$ cat src/rtl/unary_stream_decoder.sv
// Turns a serial unary stream (one in_bit per unit, in_done at the end) back into a
// binary count. The count is handed downstream over valid/ready, one result deep.
//
// state | meaning
// ------+------------------------------------------------------
// EMPTY | holding stage has no result; a finished stream loads
// FULL  | result held until taken; a finished stream w/o take drops
module unary_stream_decoder #(
  parameter int COUNT_W = 8
) (
  input  logic               clk,
  input  logic               reset,
  input  logic               in_bit,
  input  logic               in_done,
  input  logic               result_ready,
  output logic [COUNT_W-1:0] result,
  output logic               result_valid,
  output logic               result_ovf,
  output logic               busy,
  output logic               drop_err
);

  typedef enum logic {EMPTY = 1'b0, FULL = 1'b1} state_t;

  state_t             state;
  state_t             state_next;
  logic [COUNT_W-1:0] acc;
  logic               acc_ovf;
  logic               acc_max;
  logic [COUNT_W-1:0] final_cnt;
  logic               final_ovf;
  logic               take;
  logic               free;
  logic               load;
  logic               drop;

  // The bit arriving alongside in_done still belongs to the stream.
  assign acc_max   = &acc;
  assign final_cnt = (in_bit && !acc_max) ? acc + COUNT_W'(1) : acc;
  assign final_ovf = acc_ovf | (in_bit & acc_max);

  assign take = (state == FULL) && result_ready;
  assign free = (state == EMPTY) || take;
  assign load = in_done && free;
  assign drop = in_done && !free;

  always_ff @(posedge clk) begin
    if (reset) state <= EMPTY;
    else       state <= state_next;
  end

  always_comb begin
    state_next = state;
    case (state)
      EMPTY:   if (in_done)          state_next = FULL;
      FULL:    if (take && !in_done) state_next = EMPTY;
      default:                       state_next = EMPTY;
    endcase
  end

  always_comb begin
    result_valid = (state == FULL);
  end

  always_ff @(posedge clk) begin
    if (reset) begin
      acc        <= '0;
      acc_ovf    <= 1'b0;
      busy       <= 1'b0;
      result     <= '0;
      result_ovf <= 1'b0;
      drop_err   <= 1'b0;
    end else begin
      if (in_done) begin
        acc     <= '0;
        acc_ovf <= 1'b0;
      end else if (in_bit) begin
        acc     <= final_cnt;
        acc_ovf <= final_ovf;
      end

      if (in_done)     busy <= 1'b0;
      else if (in_bit) busy <= 1'b1;

      if (load) begin
        result     <= final_cnt;
        result_ovf <= final_ovf;
      end

      if (drop) drop_err <= 1'b1;
    end
  end

endmodule

$ cat config.mk
export PLATFORM = sky130hd
export DESIGN_NAME = unary_stream_decoder
export DESIGN_NICKNAME = d
export VERILOG_FILES = /design/src/rtl/unary_stream_decoder.sv
export SDC_FILE = /design/constraint.sdc
export NUM_CORES = 1
export LEC_CHECK = 0
export ABC_CLOCK_PERIOD_IN_PS = 3350
export BUFFER_PORTS_ARGS = -buffer_cell sky130_fd_sc_hd__buf_2
export CAP_MARGIN = 40
export CORE_MARGIN = 10
export CORE_UTILIZATION = 50
export DETAILED_ROUTE_END_ITERATION = 10
export PLACE_DENSITY = 0.72
export SLEW_MARGIN = 5
export SYNTH_ARGS = -nofsm -noshare
export SYNTH_HDL_FRONTEND = slang
export SYNTH_SLANG_ARGS = --single-unit
export TNS_END_PERCENT = 20
$ cat constraint.sdc
create_clock -name clk -period 3.35 [get_ports clk]
set_input_delay 0.5025 -clock clk [delete_from_list [all_inputs] [get_ports clk]]
set_output_delay 0.5025 -clock clk [all_outputs]
set_load 0.01 [all_outputs]
* After elaboration in Yosys (flattened, before gate mapping)
Cells that the tools add are included.
Operators by class: add/subtract/negate cells 1, mux-type cells 4, bitwise operators 3, reduce and logical (&&, ||, !) cells 11
Operators by type and width (number):
- adder 8 x 1 -> 8 bit, second input constant | 1
- 2-to-1 mux 8 bit | 1
- AND reduction 8 bit | 1
- logical AND 1 bit | 5
- logical NOT 1 bit | 3
- 2-to-1 mux 1 bit | 2
- case mux 1 bit (2 select lines) | 1
- OR reduction 2 bit | 1
- AND 1 bit | 1
- logical OR 1 bit | 1
- inverter 1 bit | 1
- bitwise OR 1 bit | 1
Storage, ports and cells: register bits after elaboration 21, input port bits 5, output and inout port bits 12, logic and storage cells 26

* Longest topological paths before layout
depth in word-level cells 4, depth in mapped cells 5, gate-level depth less buffers 5

* Worst setup path after synthesis
Ideal clock, no wire load.
path type register to register, from reg acc[0], to reg result[1], library setup time 0.103 ns, data arrival time 1.321 ns, data required time 3.247 ns, slack 1.926 ns, cell stages (with the launch flop) 6, path buffers 0, clock period less this slack 1.424 ns, cell sequence dfxtp_1 > ha_1 > nand2_1 > o31ai_4 > nor3_1 > a2111oi_2
Between the ends: cells in the longest elaborated chain, start to end 4, elaborated cells between the ends (all ways) 5, classes of those cells add/sub: 1; mux: 1; reduce/logical: 3
Ends and longest elaborated chain:
- start: declaration | RTL line 27 | logic [COUNT_W-1:0] acc;
- start signal: assignment | RTL line 78 | acc <= final_cnt;
- parallel branches: the longest is 3 deep, another holds adder 8 x 1 -> 8 bit
- 2-to-1 mux 8 bit (*) | RTL line 39 | assign final_cnt = (in_bit && !acc_max) ? acc + COUNT_W'(1) : acc;
- end signal: assignment | RTL line 86 | result <= final_cnt;
- end: declaration | RTL line 16 | output logic [COUNT_W-1:0] result,
Mark *: on every way between the ends. A chain may end at the register's enable or synchronous reset.

* Final worst setup path
Ends and elaborated chain as after synthesis.

==> results.cfg <==
[layout]
multi_input_area_um2 = 435
final_design_area_no_fill_um2 = 987
insertedDiodeCount = 0
area_delta_synth_final_pct = 13.4
postLayoutCoreUtil = 0.584
drive_gt1_frac = 0.221
regArea_um2 = 420
fillers = 169
fin_nets = 120

[job]
max_cap_violations = 0

[clock_tree]
cts_root_buf = clkbuf_4
path_clk_slew_ns = 0.11
cts_resized = 0
cts_setup_buffers = 0
cts-hold-fix-buffers = 0
cts.htree.levels = 1
cts_sinks = 21
clk_latency_ns = 0.30
cts_tree = yes
cts_buffers = 3
cts_buffer_depth = 2

[detailed_routing]
drt_first_iter_violations = 9
finalWirelength_um = 1840
drcViolationCount = 0
via_count = 728
wl_per_cell_um = 14.1
via_per_inst = 5.60
met3WireLength_um = 103
antenna_left = 0
wl_met2_um = 884
dr.pass1.iters = 4
wl_met1_um = 823
top_layer = met4

[logic_synthesis]
synthFlopType = dfxtp_1
synth_top_area_share = 0.483
yosysSeqAreaShare = 0.483
synth.distinct_cells = 29
async_reset_ff_frac = 0
yosysMostFrequentCell = dfxtp_1
netlist_instances = 96
synth_common_cells = dfxtp_1 (21), nor2_1 (20), nand2_1 (6), o21ai_0 (5)
synth-edff-count = 0
ys_top_cells_by_area = dfxtp_1 (48%), nor2_1 (8.6%), mux2i_1 (3.4%)
syn_area_per_cell_um2 = 9.07
synth_top_area_cell = dfxtp_1
ys_warn_count = 0
synth.cell_area_um2 = 871
synth_nets = 102
yosys_register_bits = 21

[global_route]
grt_max_degree = 14
grt_use_total = 0.106
antenna_found_initial = 0
grt_pass1_vias = 698
grt_first_pass_wirelength_um = 3060
overflow = 0

[timing]
fin_tns_setup_ns = 0
grt_setup_unrepaired = false
tightest_slew_ns = 0.326
setup_violations = 0
period_share = 0.476
slew_violations = 0
hold_ws_ns = 0.460
slew_headroom = 0.783
fmax_mhz = 627
min_period_ns = 1.60
final_hold_viol_count = 0
fin_skew_ns = 0.00337

[power_and_ir_drop]
p_leak_nw = 0.415
clkPwrFrac = 0.285
peakVddDrop_mv = 0.330
swShare = 0.235
comb_power_share = 0.089
powerDensity_mw_per_mm2 = 420
internal_power_w = 0.000317
switching_power_w = 0.0000975
power.share.sequential = 0.626

[floorplan]
rows = 15
die-area_mm2 = 0.00381
die_height_um = 61.7
coreArea_mm2 = 0.00169
ios = 17
die_w_um = 61.7
start_util = 0.516

[place]
placed_area_um2 = 961
hpwl_um = 1440
gp_congestion = 0.826
port-buffer-count = 16

[worst_setup_path]
critPathCapture = result[1]
regToRegEndpoint = result[1]
cp.arrival_ns = 1.80
rrSetupSlack_ns = 1.75
ff2ff_path_depth = 5
startpoint = acc[0]
cp.required_ns = 3.55
start_kind = register
worstSetupEndpointType = register
path_class = reg -> reg
crit_fanout = 5
rr_startpoint = acc[0]

[hold_path]
hp-class = in -> reg

[outcome]
status = complete, no violations
-- through the flow --
step | instances | power (W) | setup WS [ns]
2_1_floorplan | 96 | 0.000289 | 1.93
3_3_place_gp | 126 | 0.000302 | 1.81
3_5_place_dp | 126 | 0.000303 | 1.78
4_1_cts | 130 | 0.000419 | 1.75
5_1_grt | 130 | 0.000436 | 1.62
6_report | 130 | 0.000415 | 1.75
-- worst min-delay path by stage --
stage                         endpoint  cells past startpoint    start  slack (ns)
after CTS                 result_valid                      3  in_done        0.46
after global placement         acc_ovf                      2  acc_ovf        0.44
after floorplan                acc_ovf                      2  acc_ovf        0.42
after global routing      result_valid                      3  in_done        0.47
final                     result_valid                      3  in_done        0.46
after detailed placement          busy                      2     busy        0.45
-- placed cells by master (no fill, tap or decap), types with 2 or more instances in the layout --
master     n
buf_2     16
nand3_1    4
nand2b_1   2
nand2_1    6
a21oi_1    4
clkbuf_4   3
o21ai_0    5
mux2i_1    3
nand3b_1   4
a21o_1     2
a211oi_1   3
dfxtp_1   21
nor2_1    20
nor3_1     2
o21ai_1    2
-- cell type report --
type                    count  share of cell area
well taps                  17              0.0215
repair buffers             16              0.0811
flip-flops and latches     21               0.426
clock buffers               4              0.0266
multi-input cells          71               0.441
inverters                   1             0.00380
-- layer usage --
metal  GRT usage  vias to the layer above
met5           0                        -
met4      0.0382                        0
met3      0.0386                        4
met2       0.173                       17
met1       0.124                      336
li1            -                      371
-- power by group through the flow --
stage	Combinational, W	Clock [W]	Sequential [W]
6_report	0.0000369	0.000118	0.000260
3_5_place_dp	0.0000376	0	0.000266
5_1_grt	0.0000416	0.000133	0.000261
4_1_cts	0.0000378	0.000121	0.000260
3_3_place_gp	0.0000368	0	0.000266
2_1_floorplan	0.0000205	0	0.000268
-- critical path, stage by stage (launching register included) --
cell	delay (ns)
dfxtp_1	0.39
ha_1	0.24
nand2_1	0.13
o31ai_4	0.31
nor3_1	0.10
a2111oi_2	0.33
-- registers in the layout, indices dropped and copies added (netlist names) --
signal,cells
busy,1
drop_err,1
result_ovf,1
result_valid,1
acc,8
result,8
acc_ovf,1
-- cell families after synthesis --
logic type / Yosys count / share of synthesized area
xor gates and xnor gates: 1 / 0.0101
AOI/OAI and AO/OA: 21 / 0.178
muxes: 3 / 0.0345
adders and majority gates: 1 / 0.0144
and+or+nand+nor: 45 / 0.263
buffers and inverters: 4 / 0.0172
DFF: 21 / 0.483
No activity file was read; power rests on OpenSTA's default activity.
